`config.mk`:
```
export PLATFORM = sky130hd
export DESIGN_NAME = fetch_unit_flat
export DESIGN_NICKNAME = d
export VERILOG_FILES = /design/src/rtl/fetch_unit_if.sv /design/src/rtl/fetch_unit.sv /design/src/flat_wrapper.sv
export SDC_FILE = /design/constraint.sdc
export NUM_CORES = 1
export LEC_CHECK = 0
export BUFFER_PORTS_ARGS = -buffer_cell sky130_fd_sc_hd__buf_2
export CORE_MARGIN = 4
export CORE_UTILIZATION = 50
export CTS_CLUSTER_SIZE = 16
export DETAILED_ROUTE_END_ITERATION = 12
export PLACE_DENSITY_LB_ADDON = 0.2
export SETUP_SLACK_MARGIN = 0.3
export SYNTH_ARGS = -nofsm -noshare
export SYNTH_HDL_FRONTEND = slang
export SYNTH_SLANG_ARGS = --single-unit
```
`constraint.sdc`:
```
create_clock -name clk -period 5.4 [get_ports clk]
set_input_delay 1.08 -clock clk [delete_from_list [all_inputs] [get_ports clk]]
set_output_delay 1.08 -clock clk [all_outputs]
set_load 0.02 [all_outputs]
```
`src/rtl/fetch_unit_if.sv`:
```
// Fetch <-> program memory / decode signal bundle.
// The master side is the fetch unit. The slave side is the memory and decode environment.
interface fetch_unit_if #(
    parameter int unsigned ADDR_WIDTH  = 4,
    parameter int unsigned INSTR_WIDTH = 12
);
    logic [ADDR_WIDTH-1:0]  pc_addr;
    logic [INSTR_WIDTH-1:0] pm_instr;
    logic [INSTR_WIDTH-1:0] instr_out;
    logic [ADDR_WIDTH-1:0]  instr_pc;
    logic                   instr_valid;
    logic                   instr_ready;
    logic                   branch_en;
    logic                   branch_rel;
    logic [ADDR_WIDTH-1:0]  branch_target;
    logic                   halt;
    logic                   halted;

    modport master (
        output pc_addr, instr_out, instr_pc, instr_valid, halted,
        input  pm_instr, instr_ready, branch_en, branch_rel, branch_target, halt
    );

    modport slave (
        input  pc_addr, instr_out, instr_pc, instr_valid, halted,
        output pm_instr, instr_ready, branch_en, branch_rel, branch_target, halt
    );
endinterface

```
`src/rtl/fetch_unit.sv`:
```
// Instruction fetch stage: owns the PC, latches the memory word into the IR and hands it to
// decode over valid/ready. It also handles branch redirects and a sticky halt.
module fetch_unit #(
    parameter int unsigned          ADDR_WIDTH  = 4,
    parameter int unsigned          INSTR_WIDTH = 12,
    parameter logic [ADDR_WIDTH-1:0] RESET_ADDR = '0
) (
    input  logic      clk,
    input  logic      reset,
    fetch_unit_if.master bus
);
    typedef enum logic {StRun, StHalted} state_t;

    state_t                 r_state;
    logic [ADDR_WIDTH-1:0]  r_pc;
    logic [INSTR_WIDTH-1:0] r_instr;
    logic [ADDR_WIDTH-1:0]  r_ipc;
    logic                   r_valid;

    state_t                 w_state_nxt;
    logic [ADDR_WIDTH-1:0]  w_pc_nxt;
    logic [INSTR_WIDTH-1:0] w_instr_nxt;
    logic [ADDR_WIDTH-1:0]  w_ipc_nxt;
    logic                   w_valid_nxt;
    logic                   w_accept;
    logic [ADDR_WIDTH-1:0]  w_target;

    // IR is free when empty or being consumed this cycle.
    assign w_accept = !r_valid || bus.instr_ready;

    // Same-width addition is already the sign-extended offset, modulo 2^ADDR_WIDTH.
    // The relative base is the IR address.
    assign w_target = bus.branch_rel ? (r_ipc + bus.branch_target) : bus.branch_target;

    // Next-state: halt > branch > accept > hold; HALTED only leaves on reset.
    always_comb begin
        w_state_nxt = r_state;
        w_pc_nxt    = r_pc;
        w_instr_nxt = r_instr;
        w_ipc_nxt   = r_ipc;
        w_valid_nxt = r_valid;
        unique case (r_state)
            StRun: begin
                if (bus.halt) begin
                    w_state_nxt = StHalted;
                    w_valid_nxt = 1'b0;
                end else if (bus.branch_en) begin
                    // Word fetched this cycle belongs to the old path; drop it and flush IR.
                    w_pc_nxt    = w_target;
                    w_valid_nxt = 1'b0;
                end else if (w_accept) begin
                    w_instr_nxt = bus.pm_instr;
                    w_ipc_nxt   = r_pc;
                    w_valid_nxt = 1'b1;
                    w_pc_nxt    = r_pc + ADDR_WIDTH'(1);
                end
            end
            StHalted: begin
                w_valid_nxt = 1'b0;
            end
        endcase
    end

    // State register with synchronous reset.
    always_ff @(posedge clk) begin
        if (reset) begin
            r_state <= StRun;
            r_pc    <= RESET_ADDR;
            r_instr <= '0;
            r_ipc   <= '0;
            r_valid <= 1'b0;
        end else begin
            r_state <= w_state_nxt;
            r_pc    <= w_pc_nxt;
            r_instr <= w_instr_nxt;
            r_ipc   <= w_ipc_nxt;
            r_valid <= w_valid_nxt;
        end
    end

    assign bus.pc_addr     = r_pc;
    assign bus.instr_out   = r_instr;
    assign bus.instr_pc    = r_ipc;
    assign bus.instr_valid = r_valid;
    assign bus.halted      = (r_state == StHalted);

endmodule

```
`src/flat_wrapper.sv`:
```
// flat-port wrapper written by rule: the top's interface ports become plain ports
module fetch_unit_flat 
#(
    parameter int unsigned          ADDR_WIDTH  = 4,
    parameter int unsigned          INSTR_WIDTH = 12,
    parameter logic [ADDR_WIDTH-1:0] RESET_ADDR = '0
)
  (clk, reset, bus_pc_addr, bus_instr_out, bus_instr_pc, bus_instr_valid, bus_halted, bus_pm_instr, bus_instr_ready, bus_branch_en, bus_branch_rel, bus_branch_target, bus_halt);
  fetch_unit_if #(.ADDR_WIDTH(ADDR_WIDTH), .INSTR_WIDTH(INSTR_WIDTH)) bus_i ();
  input  logic clk;
  input  logic reset;
  output wire logic [$bits(bus_i.pc_addr)-1:0] bus_pc_addr;
  output wire logic [$bits(bus_i.instr_out)-1:0] bus_instr_out;
  output wire logic [$bits(bus_i.instr_pc)-1:0] bus_instr_pc;
  output wire logic [$bits(bus_i.instr_valid)-1:0] bus_instr_valid;
  output wire logic [$bits(bus_i.halted)-1:0] bus_halted;
  input wire logic [$bits(bus_i.pm_instr)-1:0] bus_pm_instr;
  input wire logic [$bits(bus_i.instr_ready)-1:0] bus_instr_ready;
  input wire logic [$bits(bus_i.branch_en)-1:0] bus_branch_en;
  input wire logic [$bits(bus_i.branch_rel)-1:0] bus_branch_rel;
  input wire logic [$bits(bus_i.branch_target)-1:0] bus_branch_target;
  input wire logic [$bits(bus_i.halt)-1:0] bus_halt;
  assign bus_pc_addr = bus_i.pc_addr;
  assign bus_instr_out = bus_i.instr_out;
  assign bus_instr_pc = bus_i.instr_pc;
  assign bus_instr_valid = bus_i.instr_valid;
  assign bus_halted = bus_i.halted;
  assign bus_i.pm_instr = bus_pm_instr;
  assign bus_i.instr_ready = bus_instr_ready;
  assign bus_i.branch_en = bus_branch_en;
  assign bus_i.branch_rel = bus_branch_rel;
  assign bus_i.branch_target = bus_branch_target;
  assign bus_i.halt = bus_halt;
  fetch_unit #(.ADDR_WIDTH(ADDR_WIDTH), .INSTR_WIDTH(INSTR_WIDTH), .RESET_ADDR(RESET_ADDR)) u_core (.clk(clk), .reset(reset), .bus(bus_i));
endmodule
```
Word level (Yosys, flattened, before mapping)

Cells that the tools add are included.

$add $sub $neg: 2
$mul: 0
Div/mod/pow operators: 0
Order comparisons: 0
Eq/ne operators: 1
Shift-type cells: 0
Mux-type cells: 9
Bitwise operators: 3
Reduce and logical (&&, ||, !) cells: 5

Operators with widths:

| cell                | count |
|---|---|
| $mux 4              | 3 |
| $mux 1              | 5 |
| $add 4x1->4 const B | 1 |
| $add 4x4->4         | 1 |
| $ne 4x3->1 const B  | 1 |
| $reduce_and 4->1    | 1 |
| $not 1->1           | 3 |
| $reduce_and 3->1    | 1 |
| $pmux 1 s2          | 1 |
| $reduce_bool 2->1   | 1 |
| $logic_not 1->1     | 1 |
| $logic_or 1x1->1    | 1 |

Register bits after elaboration: 22
Bits in latches: 0
Memory bits (writable): 0
Bits in read-only memories: 0
Bits of input ports: 22
Word-level logic and storage cells: 25
Memories kept: 0

Logic depth before layout (Yosys ltp)

Gate-level depths: netlist of the first run.

Word-level depth: 6
Depth in mapped cells: 7
Depth with buffers taken out: 7

Worst setup path after synthesis of the first run

Ideal clock, no wire load.

Path kind: input -> register
Start point: input port bus_branch_target[0]
End point: register u_core.r_pc[2] (netlist: u_core.bus.pc_addr[2])
Library setup time: 0.117 ns
Arrival time: 2.419 ns
Slack: 2.864 ns
Cell stages on the path: 7
Buffers on the path: 0
Cells stage by stage: ha_1 inv_1 fa_1 xnor2_1 mux2_2 a22o_1 a32o_1

Cells in the longest elaborated chain, start to end: 3

RTL lines:

| what                 | RTL line           | source |
|---|---|---|
| start, declared      | flat_wrapper.sv:21 | `input wire logic [$bits(bus_i.branch_target)-1:0] bus_branch_target;` |
| $add 4x4->4          | fetch_unit.sv:33   | `assign w_target = bus.branch_rel ? (r_ipc + bus.branch_target) : bus.branch_target;` |
| $mux 4               | fetch_unit.sv:33   |  |
| $mux 4               | fetch_unit.sv:47   | `end else if (bus.branch_en) begin` |
| end signal, assigned | fetch_unit.sv:74   | `r_pc <= w_pc_nxt;` |
| end, declared        | fetch_unit.sv:15   | `logic [ADDR_WIDTH-1:0] r_pc;` |

No other way between the ends.
A chain may end at the register's enable or synchronous reset.

Final worst setup path of the first run

Same ends and word-level chain as after synthesis.

==> results.cfg, run 1 <==
[synth]
ys_ff_latch = 22
avgSynthCellArea_um2 = 8.348
synth_warnings = 0
ys_seq_area_frac = 0.4122
syn-num-nets = 155
netlist_area_um2 = 1069
syn-instance-count = 128
synth_cell_type_count = 32

[cts]
cts_sinks = 22
cts_setup_buffers = 0
postCtsHoldBufs = 0
htree_levels = 1
cts_resized = 0
path_clk_slew_ns = 0.12
clk_latency_ns = 0.30
cts_buffers = 3
cts_tree = built
cts_root_buf = clkbuf_4
clk_path_buf_depth = 2

[route]
drt_iter0_drc = 6
postRouteAntennaNets = 0
wirelength_mm = 2.496
drc_errors = 0
viasPerCell = 5.077
via_count = 990
post_drt_wl_per_cell_um = 12.80
firstDrtPassIters = 6

[sta]
hold_viol = 0
rsz0062_at_grt = no
fmax_mhz = 411.2
worst_pin_slew_ns = 0.6271
min_period_ns = 2.432
fin_crit_sh = 0.4503
fin_tns_setup_ns = 0
relSlewSlack = 0.5806
hold_ws_ns = 0.4625
setup_viol = 0
drv_slew = 0
skew_ns = 0.0009067

[setup_path]
timing.rr.end = u_core.bus.pc_addr[2]
arrival_ns = 2.64
r2r_slack_ns = 3.41
cp.required_ns = 5.61
endpoint_kind = flop
r2r_start = u_core.bus.instr_pc[0]
worstSetupPathType = in2reg
path_max_fanout = 2
rr_worst_depth = 7
cp-start-kind = input pin

[finish]
nets = 196
postLayoutCoreUtil = 0.6488
mostFrequentLayoutCells = 43 x buf_2, 30 x nand2_1, 22 x dfxtp_1, 20 x a21oi_1, 7 x nor2_1
diodes = 0
final_cell_count_no_fill = 195
final_layout_size_suffix_gt1_frac = 0.3214
area_growth_pct = 21.55
final_common_cell = buf_2

[placed_design]
post-place-cells = 191
port_buffers = 43
place_hpwl_mm = 1.864
place.gp.congestion = 0.8235

[power_and_ir_drop]
clkPwrFrac = 0.279
p_int_uw = 232.4
p_sw_frac = 0.2759
p_seq_frac = 0.547
ir_drop_uv = 198.1
power_frac_comb = 0.174
power_density_nw_per_um2 = 247.2
switching_power_uw = 88.56
p_leak_nw = 0.5882

[grt]
track_usage = 0.1881
grt_pass1_wl_mm = 4.029
antenna_found_initial = 0
first_global_vias = 931
grt_max_degree = 24
overflow = 0

[hold_path]
hold_class = reg2reg
hold_end = u_core.bus.instr_out[5]
worstHoldPathCells = 2
min_from = u_core.bus.instr_out[5]

[outcome]
status = finished clean

[run]
drv_cap = 0

[floorplan]
die_x_um = 54.23
ioPinCount = 44
die_h_um = 54.23
start_util = 0.5338
fp.coreArea_um2 = 2002
die_area_um2 = 2941
num_rows = 16
==> area by class of cell <==
cell class	instances	area [µm²]
Fill cell	191	703.2
Multi-Input combinational cell	94	554.3
Sequential cell	22	440.4
Timing Repair Buffer	43	215.2
Clock buffer	4	36.28
Tap cell	27	33.78
Inverter	5	18.77
==> synthesized netlist by cell type (all sizes together) <==
| cell type | count | area share |
|---|---|---|
| a211oi | 1 | 0.0070 |
| a21oi | 20 | 0.094 |
| a22o | 1 | 0.0082 |
| a31oi | 2 | 0.012 |
| a32o | 1 | 0.0094 |
| and4 | 1 | 0.0082 |
| buf | 5 | 0.044 |
| clkbuf | 2 | 0.0070 |
| dfxtp | 22 | 0.41 |
| fa | 1 | 0.019 |
| ha | 4 | 0.047 |
| inv | 5 | 0.018 |
| mux2 | 2 | 0.021 |
| mux2i | 2 | 0.019 |
| nand2 | 33 | 0.12 |
| nand2b | 1 | 0.0059 |
| nand3 | 4 | 0.019 |
| nor2 | 7 | 0.025 |
| nor2b | 1 | 0.0059 |
| nor3 | 4 | 0.029 |
| nor3b | 1 | 0.0070 |
| nor4b | 1 | 0.014 |
| o211ai | 1 | 0.0070 |
| o21ai | 1 | 0.0047 |
| o311a | 1 | 0.0094 |
| or2 | 1 | 0.0059 |
| or3 | 2 | 0.012 |
| xnor2 | 1 | 0.0082 |
==> per-stage QoR <==
step           worst slack [ns]  cell area (µm²)  power [mW]
2_1_floorplan             2.864             1069      0.2160
3_3_place_gp              2.747             1262      0.2326
3_5_place_dp              2.649             1262      0.2355
4_1_cts                   2.980             1299      0.3249
5_1_grt                   2.932             1299      0.3384
6_report                  2.968             1299      0.3210
==> critical path, stage by stage <==
cell	delay (ns)
buf_2	0.09
ha_1	0.15
inv_1	0.05
fa_1	0.39
xnor2_1	0.14
mux2_2	0.26
a22o_1	0.24
a32o_1	0.22
==> kinds of logic after synthesis <==
family                   synth area share
AO/OA/AOI/OAI                      0.1511
flip-flops                         0.4122
adder cells (fa/ha/maj)           0.06558
XOR/XNOR                         0.008198
buffers and inverters             0.06909
multiplexers                      0.03981
AND/OR/NAND/NOR                    0.2541
==> power groups by stage <==
stage	Combinational [mW]	Clock, mW	Sequential (mW)
2_1_floorplan	0.0286	0	0.187
3_3_place_gp	0.0538	0	0.179
3_5_place_dp	0.0562	0	0.179
4_1_cts	0.0564	0.0928	0.176
5_1_grt	0.0621	0.0993	0.177
6_report	0.0559	0.0895	0.176
==> state kept, by name, summed over array words and instances (netlist names) <==
signal,flops
u_core.bus.pc_addr,4
u_core.bus.instr_valid,1
u_core.bus.instr_pc,4
u_core.bus.halted,1
u_core.bus.instr_out,12
==> layer usage <==
metal,track usage,up-vias,share of wire
met2,0.3327,32,0.51
met3,0.03815,4,0.062
li1,-,514,-
met1,0.2200,440,0.42
met4,0.07469,0,0.012
met5,0,-,0
==> worst max path at each step <==
stage / depth (start not counted) / start / end / slack (ns)
finish: 8 / bus_branch_target[0] / u_core.bus.pc_addr[2] / 2.97
floorplan: 7 / bus_branch_target[0] / u_core.bus.pc_addr[2] / 2.86
global placement: 8 / bus_branch_target[0] / u_core.bus.pc_addr[2] / 2.75
detailed placement: 8 / bus_branch_target[0] / u_core.bus.pc_addr[2] / 2.65
CTS: 8 / bus_branch_target[0] / u_core.bus.pc_addr[2] / 2.98
global route: 8 / bus_branch_target[0] / u_core.bus.pc_addr[2] / 2.93
No activity file was read; power rests on OpenSTA's default activity.
==> run 2: changes to the inputs <==
CORE_UTILIZATION = 42   (was 50)
clock period = 2.17 ns   (was 5.4 ns; I/O delays follow)
==> run 2 against run 1 <==
Net effect:
- register-to-register slack got worse by 3.0 ns
- first-iteration DRC count rose to 2.8 times the previous value
- hold slack got worse by 0.12 ns
- sequential power rose by 150%
- sequential share of layout area fell by 1.2 points
- clock skew rose by 0.0017 ns
- wire length rose by 0.48%
- die area rose by 16%
- critical path type is now reg2reg
==> results.cfg, run 2 (synthesized netlist as in run 1, its figures left out) <==
[finish]
final_cell_count_no_fill = 200
final_layout_size_suffix_gt1_frac = 0.3471
final_common_cell = buf_2
largest_reg_flops = 12
nets = 198
design_area_um2 = 1350
mostFrequentLayoutCells = 43 x buf_2, 30 x nand2_1, 21 x dfxtp_1, 20 x a21oi_1, 7 x nor2_1
fillers = 242
postLayoutCoreUtil = 0.5499
area_growth_pct = 26.35
diodes = 0

[sta]
hold_viol = 0
relSlewSlack = 0.5957
min_period_ns = 1.807
fmax_mhz = 553.4
setup_viol = 0
worst_pin_slew_ns = 0.6064
rsz0062_at_grt = no
skew_ns = 0.002586
fin_tns_setup_ns = 0
fin_ws_ns = 0.3631
fin_crit_sh = 0.8327
hold_ws_ns = 0.3459
drv_slew = 0

[cts]
path_clk_slew_ns = 0.12
clk_latency_ns = 0.31
postCtsHoldBufs = 0
cts_root_buf = clkbuf_4
clk_path_buf_depth = 2
cts_sinks = 22
cts_tree = built
cts_buffers = 3
htree_levels = 1

[setup_path]
path_max_fanout = 2
path_buf_inv = 1
rr_worst_depth = 7
path_cells = ha_4, inv_1, fa_2, xnor2_1, mux2_2, a22o_1, a32o_1
max_stage_delay_ns = 0.37
r2r_start = u_core.bus.instr_pc[0]
r2r_slack_ns = 0.36
worstSetupPathType = reg2reg
cp.required_ns = 2.38
arrival_ns = 2.02
timing.rr.end = u_core.bus.pc_addr[2]
cp_slowest_cell = dfxtp_2
critPathTopFamily = adder cells
cp-start-kind = flop
endpoint_kind = flop

[grt]
grt_pass1_wl_mm = 4.160
antenna_found_initial = 0
overflow = 0
track_usage = 0.1532
grt_max_degree = 24
first_global_vias = 968

[placed_design]
dpl-instance-area_um2 = 1277
port_buffers = 43
dp_slack_ns = 0.1605
place_hpwl_mm = 1.817
post-place-cells = 195
place.gp.congestion = 0.7871

[route]
drt_iter0_drc = 17
postRouteAntennaNets = 0
via_count = 1022
post_drt_wl_per_cell_um = 12.54
drc_errors = 0
firstDrtPassIters = 4
viasPerCell = 5.110
wirelength_mm = 2.508

[power_and_ir_drop]
p_leak_nw = 0.6056
p_sw_frac = 0.2547
power_frac_comb = 0.159
clkPwrFrac = 0.351
ir_drop_uv = 384.3
p_int_uw = 665.0
switching_power_uw = 227.2
power_density_nw_per_um2 = 660.8
power_uw = 892.2
p_seq_frac = 0.490

[floorplan]
num_rows = 18
fp.coreArea_um2 = 2455
die_x_um = 58.44
start_util = 0.4353
ioPinCount = 44
die_h_um = 58.44
die_area_um2 = 3415

[hold_path]
hold_end = u_core.bus.instr_out[6]
worstHoldPathCells = 3
hold_class = in2reg
min_from = bus_pm_instr[6]

[outcome]
status = finished clean

[run]
drv_cap = 0
-- run 2: how the worst max path moves through the flow --
stage                                 end  slack, ns                    from  cells after the start
detailed placement  u_core.bus.pc_addr[2]       0.16    bus_branch_target[0]                      8
floorplan           u_core.bus.pc_addr[2]       0.32    bus_branch_target[0]                      7
global route        u_core.bus.pc_addr[2]       0.30  u_core.bus.instr_pc[0]                      7
CTS                 u_core.bus.pc_addr[2]       0.33  u_core.bus.instr_pc[0]                      7
finish              u_core.bus.pc_addr[2]       0.36  u_core.bus.instr_pc[0]                      7
global placement    u_core.bus.pc_addr[2]       0.19    bus_branch_target[0]                      8
-- run 2: area by class of cell --
class | count | area [µm²] | area share
Multi-Input combinational cell | 94 | 569.3 | 0.4217
Inverter | 5 | 18.77 | 0.01390
Sequential cell | 22 | 441.7 | 0.3272
Clock inverter | 1 | 30.03 | 0.02224
Tap cell | 30 | 37.54 | 0.02780
Clock buffer | 3 | 22.52 | 0.01668
Timing Repair Buffer | 45 | 230.2 | 0.1705
-- run 2: worst min-delay path, stage by stage --
cell and delay (ns):
buf_2 0.09, nand2_1 0.04, a21oi_1 0.05
-- run 2: layer usage --
| metal | track usage | part of all wire | vias to the layer above | wire length (µm) |
|---|---|---|---|---|
| met5 | 0 | 0 | - | 0 |
| met1 | 0.1922 | 0.42 | 476 | 1060 |
| li1 | - | - | 520 | - |
| met3 | 0.03289 | 0.069 | 2 | 174 |
| met2 | 0.2536 | 0.50 | 24 | 1251 |
| met4 | 0.06291 | 0.0088 | 0 | 22 |
-- run 2: power groups by stage --
stage	clock network, mW	registers [mW]	logic (mW)
final	0.313	0.437	0.142
after global routing	0.341	0.441	0.158
after CTS	0.323	0.437	0.141
after detailed placement	0	0.446	0.140
after global placement	0	0.445	0.137
after floorplan	0	0.466	0.0715
-- run 2: repair_timing --
item                       in CTS  in global routing
buffers inserted                0                  1
setup endpoints to repair       0                  1
gates resized for setup         0                  2
